**config.mk**
```make
export PLATFORM = sky130hd
export DESIGN_NAME = fifo_param_ctrl
export DESIGN_NICKNAME = d
export VERILOG_FILES = /design/src/rtl/fifo_param_ctrl.sv
export SDC_FILE = /design/constraint.sdc
export NUM_CORES = 1
export LEC_CHECK = 0
export CORE_MARGIN = 2
export CORE_UTILIZATION = 51
export CTS_CLUSTER_SIZE = 12
export DETAILED_ROUTE_END_ITERATION = 7
export HOLD_SLACK_MARGIN = 0.12
export PLACE_DENSITY = 0.78
export SLEW_MARGIN = 20
export SYNTH_ARGS = -nofsm -noshare
export SYNTH_HDL_FRONTEND = slang
export SYNTH_SLANG_ARGS = --single-unit
```
**constraint.sdc**
```tcl
create_clock -name clk -period 2.45 [get_ports clk]
set_input_delay 0.3675 -clock clk [delete_from_list [all_inputs] [get_ports clk]]
set_output_delay 0.3675 -clock clk [all_outputs]
set_load 0.05 [all_outputs]
```
**src/rtl/fifo_param_ctrl.sv**
```systemverilog
// Parametrised synchronous FIFO with programmable almost-full/almost-empty
// thresholds, sticky overflow/underflow error and hysteretic pause output.
module fifo_param_ctrl #(
   parameter int DATA_WIDTH    = 6,
   parameter int ADDRESS_WIDTH = 2
) (
   input  logic                     clk,
   input  logic                     reset,
   input  logic                     wr_enable,
   input  logic                     rd_enable,
   input  logic [DATA_WIDTH-1:0]    data_in,
   input  logic [ADDRESS_WIDTH:0]   afull_thr,
   input  logic [ADDRESS_WIDTH:0]   aempty_thr,
   input  logic                     err_clear,
   output logic [DATA_WIDTH-1:0]    data_out,
   output logic                     valid_out,
   output logic [ADDRESS_WIDTH:0]   count,
   output logic                     full_fifo,
   output logic                     empty_fifo,
   output logic                     almost_full_fifo,
   output logic                     almost_empty_fifo,
   output logic                     error_fifo,
   output logic                     pause
);

   localparam int SIZE = 2 ** ADDRESS_WIDTH;
   localparam logic [ADDRESS_WIDTH:0] SIZE_C = (ADDRESS_WIDTH + 1)'(SIZE);

   logic [DATA_WIDTH-1:0]    mem [SIZE];
   logic [ADDRESS_WIDTH-1:0] wr_ptr;
   logic [ADDRESS_WIDTH-1:0] rd_ptr;
   logic                     wr_acc;
   logic                     rd_acc;
   logic                     overflow;
   logic                     underflow;

   assign full_fifo         = (count == SIZE_C);
   assign empty_fifo        = (count == '0);
   assign almost_full_fifo  = (count >= afull_thr);
   assign almost_empty_fifo = (count <= aempty_thr);

   // A full FIFO still accepts a write when a read frees a slot on the same edge.
   assign rd_acc    = rd_enable & ~empty_fifo;
   assign wr_acc    = wr_enable & (~full_fifo | rd_acc);
   assign overflow  = wr_enable & ~wr_acc;
   assign underflow = rd_enable & empty_fifo;

   always_ff @(posedge clk) begin
      if (wr_acc) begin
         mem[wr_ptr] <= data_in;
      end
   end

   always_ff @(posedge clk or posedge reset) begin
      if (reset) begin
         wr_ptr    <= '0;
         rd_ptr    <= '0;
         count     <= '0;
         data_out  <= '0;
         valid_out <= 1'b0;
      end else begin
         if (wr_acc) begin
            wr_ptr <= wr_ptr + 1'b1;
         end
         if (rd_acc) begin
            rd_ptr    <= rd_ptr + 1'b1;
            data_out  <= mem[rd_ptr];
            valid_out <= 1'b1;
         end else begin
            data_out  <= '0;
            valid_out <= 1'b0;
         end
         if (wr_acc && !rd_acc) begin
            count <= count + 1'b1;
         end else if (rd_acc && !wr_acc) begin
            count <= count - 1'b1;
         end
      end
   end

   // Violation takes priority over a simultaneous clear.
   always_ff @(posedge clk or posedge reset) begin
      if (reset) begin
         error_fifo <= 1'b0;
      end else if (overflow || underflow) begin
         error_fifo <= 1'b1;
      end else if (err_clear) begin
         error_fifo <= 1'b0;
      end
   end

   // Set has priority when the thresholds overlap.
   always_ff @(posedge clk or posedge reset) begin
      if (reset) begin
         pause <= 1'b0;
      end else if (count >= afull_thr) begin
         pause <= 1'b1;
      end else if (count <= aempty_thr) begin
         pause <= 1'b0;
      end
   end

endmodule

```
==> metrics.cfg, run 1 <==
[die]
vertical_extent_of_the_die_um=62.4
die_w_um=62.4
std_cell_rows=21
floorplan.die_area_um2=3900
ioPinCount=33
placeableCoreArea_um2=3310
effective_utilization_at_floorplan=0.526

[logic_synthesis]
post_synth_mux_area_share=0.0841
synthesized_area_fraction_occupied_by_ao_oa_aoi_and_oai_cells=0.0309
number_of_synthesized_flops_with_an_enable_pin=24
synth.avg_cell_area_um2=15.5
synth_largest_type_area_fraction=0.414
post_synth_xor_area_fraction=0.0302
synth.largest_area_cell=edfxtp_1
post_synth_main_area_contributors=edfxtp_1 41%, dfrtp_1 23%, ha_1 7.9%, mux4_2 7.8%, and2_1 4.0%
synth_top_family_by_area=adder cells
sequential_fraction_of_the_synthesis_area=0.644
number_of_cells_produced_by_synthesis=112
synth_top_flop_cell=edfxtp_1
synth-async-reset-ratio=0.400
synthAdderAreaFrac=0.0906
yosys_warnings=0
ys_ff_latch=40
synth.distinct_cells=24
synth_area_um2=1740
syn-num-nets=141
synth_simple_gate_area_share=0.0855

[cts]
h-tree-depth=2
cts_hold_buf=0
clock_path_buffers=2
setup_repair_bufs_after_cts=0
cts_root_buffer=clkbuf_4
tritoncts=yes
clk_latency_ns=0.34
tritoncts_num_sinks=40
clkTransAtPathRegs_ns=0.11
cts_buffers=5
cts-resized-gates=0

[pwr]
power.internal_mw=1.64
power.combinational.fraction=0.495
power.share.sequential=0.396
power.clock.fraction=0.109
switching_share=0.414
power_density_nw_per_um2=1280
net-switching-power_mw=1.16
power.ir.vdd_worst_v=0.000654
leakage_nw=0.867

[final_layout]
final_cell_mix=30 x clkdlybuf4s50_1, 24 x edfxtp_1, 13 x dfrtp_1
multiInputGateArea_um2=566
insertedDiodeCount=0
fillerInstances=263
ff_latch_area_um2=1120
final_cells=197
design.final.nets=179
ratio_of_cells_with_drive_above_1_in_the_final_layout=0.146
area_growth_syn_to_layout_pct=25.8
final_common_cell=clkdlybuf4s50_1

[global_routing]
grt_overflow_total=0
grt_first_pass_wirelength_mm=4.89
grt_use_met2=0.258
grt_util_all_layers=0.162
grt_pass1_vias=1078
grt-busiest-layer=met2
grt_antenna_before_repair=0
grt.met3_usage=0.0342
grt_start_max_net_pins=17
gr-usage-met1=0.221

[place]
dpl_worst_slack_ns=0.107
place.gp.congestion=0.719
post-dp-hpwl_mm=2.13
dp_cells=189
port-buffer-count=32

[sta]
timing_hold_violations_final=0
max_clock_freq_ghz=0.434
layout_worst_path_cycle_share=0.941
slew_violations=0
slew_headroom=0.596
actual_transition_at_the_worst_max_transition_pin_ns=0.605
post-route-worst-setup-slack_ns=0.144
report.final.setup_viol=0
final_critical_delay_including_setup_and_external_delays_ns=2.31
grt_setup_unrepaired=no
tns_ns=0
finalClockSkew_ns=0.0113

[detailed_routing]
route.detailed.drc=0
ant_nets=0
routed_wirelength_mm=2.79
drt-vias-per-instance=5.02
vias=989
detailedRoute.firstIterationViolations=39
wl_per_cell_um=14.2
detailedRoute.firstPassIterationCount=4

[hold_path]
min_path_type=in2async

[flow_run]
cap_viol_max_count=0

[setup_path]
worstPathRequired_ns=2.08
start_kind=flop
criticalPathCategory=reg2out
critPathMaxFanout=7
timing.critical_path.to_type=output pin
worstPathArrival_ns=1.94

[outcome]
outcome=finished clean

## stage by stage
step	instance area, um2	power (mW)	hold WS [ns]	utilization
2_1_floorplan	1750	2.05	0.281	-
3_3_place_gp	2140	2.48	0.507	0.647
3_5_place_dp	2140	2.54	0.505	0.647
4_1_cts	2190	2.84	0.416	0.661
5_1_grt	2190	2.97	0.476	0.661
6_report	2190	2.80	0.393	0.661
## synthesized netlist by cell type, drive strengths merged, types with 2 or more instances
| library cell | count |
|---|---|
| inv | 12 |
| o21ai | 3 |
| a21oi | 2 |
| and2 | 11 |
| xor2 | 2 |
| ha | 11 |
| nand2b | 2 |
| nor2b | 3 |
| xnor2 | 4 |
| dfrtp | 16 |
| nand2 | 3 |
| mux4 | 6 |
| edfxtp | 24 |
| nor2 | 4 |
## worst paths after layout
path,start,endpoint,slack [ns],depth (start not counted)
hold / removal,reset,error_fifo,0.39,2
setup / recovery,count[0],full_fifo,0.14,3
setup reg to reg,count[2],count[2],0.44,8
hold reg to reg,pause,pause,0.52,1
min in group clk,pause,pause,0.52,1
max in group asynchronous,reset,count[1],1.62,2
## critical path: stages, from the launching register on
cell	delay, ns
dfrtp_2	0.49
nor2_1	0.18
and2_1	0.14
clkdlybuf4s50_1	0.79
## power groups by stage
stage / registers [mW] / logic [mW] / clock network [mW]
3_5_place_dp: 1.14 / 1.40 / 0
5_1_grt: 1.14 / 1.49 / 0.341
6_report: 1.11 / 1.39 / 0.306
4_1_cts: 1.12 / 1.41 / 0.316
3_3_place_gp: 1.12 / 1.36 / 0
2_1_floorplan: 1.36 / 0.693 / 0
## state kept, by name, indices dropped and copies added, names as in the netlist
register,cells
rd_ptr,2
count,3
valid_out,1
mem,24
pause,1
error_fifo,1
wr_ptr,2
data_out,6
## routing by layer
metal | vias to the layer above | part of all wire
li1 | 469 | -
met1 | 492 | 0.45
met2 | 23 | 0.50
met3 | 5 | 0.038
met4 | 0 | 0.014
met5 | - | 0
## area by class of cell
class | count | share of cell area
flip-flops and latches | 40 | 0.514
inverters | 12 | 0.0206
multi-input cells | 58 | 0.258
repair buffers | 33 | 0.159
clock buffers | 8 | 0.0223
well taps | 46 | 0.0263
## cell families after synthesis
group	after synthesis
and+or+nand+nor	25
AOI/OAI and AO/OA	8
adders and majority gates	12
xor gates and xnor gates	6
muxes	7
buffers and inverters	14
DFF	40
Power figures use the tool's default switching activity.
==> run 2: changes to the inputs <==
--- a/config.mk
+++ b/config.mk
@@ -6,11 +6,10 @@
 export NUM_CORES = 1
 export LEC_CHECK = 0
 export CORE_MARGIN = 2
-export CORE_UTILIZATION = 51
+export CORE_UTILIZATION = 35
 export CTS_CLUSTER_SIZE = 12
 export DETAILED_ROUTE_END_ITERATION = 7
 export HOLD_SLACK_MARGIN = 0.12
-export PLACE_DENSITY = 0.78
 export SLEW_MARGIN = 20
 export SYNTH_ARGS = -nofsm -noshare
 export SYNTH_HDL_FRONTEND = slang
==> run 2 against run 1 <==
Effect of this change: register-to-register slack improved by 0.04 ns; worst hold slack improved by 0.068 ns; fmax increased by 2.6%; sequential cell count unchanged; power increased by 4.7%; via count decreased by 1.6%; cell count increased by 11%; utilization decreased by 19 points; highest routed layer unchanged; critical path type unchanged; first-iteration DRC count increased by 74%.
==> metrics.cfg, run 2 (synthesis gave the netlist of run 1 again) <==
[outcome]
outcome=finished clean

[detailed_routing]
route.detailed.drc=0
detailedRoute.firstIterationViolations=68
ant_nets=0
routed_wirelength_mm=2.86
vias=973
detailedRoute.firstPassIterationCount=4
wl_per_cell_um=13.1
drt-vias-per-instance=4.46

[setup_path]
critPathMaxFanout=7
criticalPathCategory=reg2out
worstPathRequired_ns=2.08
start_kind=flop
worstPathArrival_ns=1.88
timing.critical_path.to_type=output pin

[global_routing]
grt_overflow_total=0
grt_first_pass_wirelength_mm=4.64
grt_util_all_layers=0.119
grt_start_max_net_pins=17
grt_antenna_before_repair=0
grt_pass1_vias=981

[cts]
cts_root_buffer=clkbuf_8
clk_latency_ns=0.29
setup_repair_bufs_after_cts=0
cts_hold_buf=0
tritoncts_num_sinks=40
tritoncts=yes
cts_buffers=5
cts-resized-gates=0
clkTransAtPathRegs_ns=0.08
h-tree-depth=2
clock_path_buffers=2

[sta]
max_clock_freq_ghz=0.445
layout_worst_path_cycle_share=0.917
grt_setup_unrepaired=no
report.final.setup_viol=0
actual_transition_at_the_worst_max_transition_pin_ns=0.638
slew_violations=0
slew_headroom=0.574
tns_ns=0
finalClockSkew_ns=0.00731
timing_hold_violations_final=0
final_critical_delay_including_setup_and_external_delays_ns=2.25

[final_layout]
fin_area_um2=2260
insertedDiodeCount=0
area_growth_syn_to_layout_pct=30.1
final_common_cell=clkdlybuf4s50_1
reg_top3=mem: 24 flops, data_out: 6 flops, count: 3 flops
ratio_of_cells_with_drive_above_1_in_the_final_layout=0.166
largest_register_ffs=24
final_cell_mix=30 x clkdlybuf4s50_1, 24 x edfxtp_1, 13 x dfrtp_1
design.final.nets=179
registers.top_by_ff_count=mem

[pwr]
power.internal_mw=1.76
switching_share=0.401
power.share.sequential=0.378
power.ir.vdd_worst_v=0.000563
leakage_nw=0.884
power.combinational.fraction=0.467
power_density_nw_per_um2=1290
power.clock.fraction=0.154
total_power_mw=2.93
net-switching-power_mw=1.18

[die]
effective_utilization_at_floorplan=0.366
vertical_extent_of_the_die_um=74.5
placeableCoreArea_um2=4750
std_cell_rows=25
die_w_um=74.5
floorplan.die_area_um2=5550
ioPinCount=33

[place]
post-dp-hpwl_mm=2.14
place.gp.congestion=0.751
dpl_cell_area_um2=2170
port-buffer-count=32

[hold_path]
min_path_type=in2async

[flow_run]
cap_viol_max_count=0

-- run 2: worst paths after layout --
kind	startpoint	to	slack [ns]	cells past startpoint
setup / recovery	count[0]	full_fifo	0.20	3
hold / removal	reset	data_out[4]	0.46	2
setup reg to reg	count[2]	count[2]	0.48	8
hold reg to reg	pause	pause	0.53	1
max in group asynchronous	reset	count[0]	1.53	2
min in group clk	pause	pause	0.53	1
-- run 2: power groups by stage --
stage / clock network [mW] / logic, mW / registers, mW
6_report: 0.453 / 1.37 / 1.11
5_1_grt: 0.491 / 1.47 / 1.14
4_1_cts: 0.469 / 1.39 / 1.12
3_5_place_dp: 0 / 1.38 / 1.13
3_3_place_gp: 0 / 1.36 / 1.12
2_1_floorplan: 0 / 0.693 / 1.36
-- run 2: metrics by stage --
step	worst slack (ns)	hold WS (ns)	utilization	cells
finish	0.203	0.461	0.476	218
global route	0.135	0.529	0.476	218
CTS	0.182	0.495	0.476	218
detailed placement	0.120	0.517	0.456	210
global placement	0.196	0.506	0.456	210
floorplan	0.0596	0.281	-	112
-- run 2: critical path: stages (launching register included) --
cell and delay, ns:
dfrtp_2 0.48, nor2_1 0.18, and2_1 0.14, clkdlybuf4s50_1 0.79
-- run 2: cell type report --
type	count	area, um2
fill	423	2490
sequential	40	1120
multi-input combinational	58	566
timing repair buffer	33	348
tap	67	83.8
clock buffer	6	82.6
inverter	12	45.0
clock inverter	2	15.0
-- run 2: routing by layer --
metal | up-vias | share of wire | track usage | wire (um)
met4 | 0 | 0.020 | 0.0714 | 57
met3 | 4 | 0.023 | 0.0203 | 65
li1 | 468 | - | - | -
met2 | 19 | 0.55 | 0.206 | 1570
met1 | 482 | 0.41 | 0.137 | 1170
met5 | - | 0 | 0 | 0
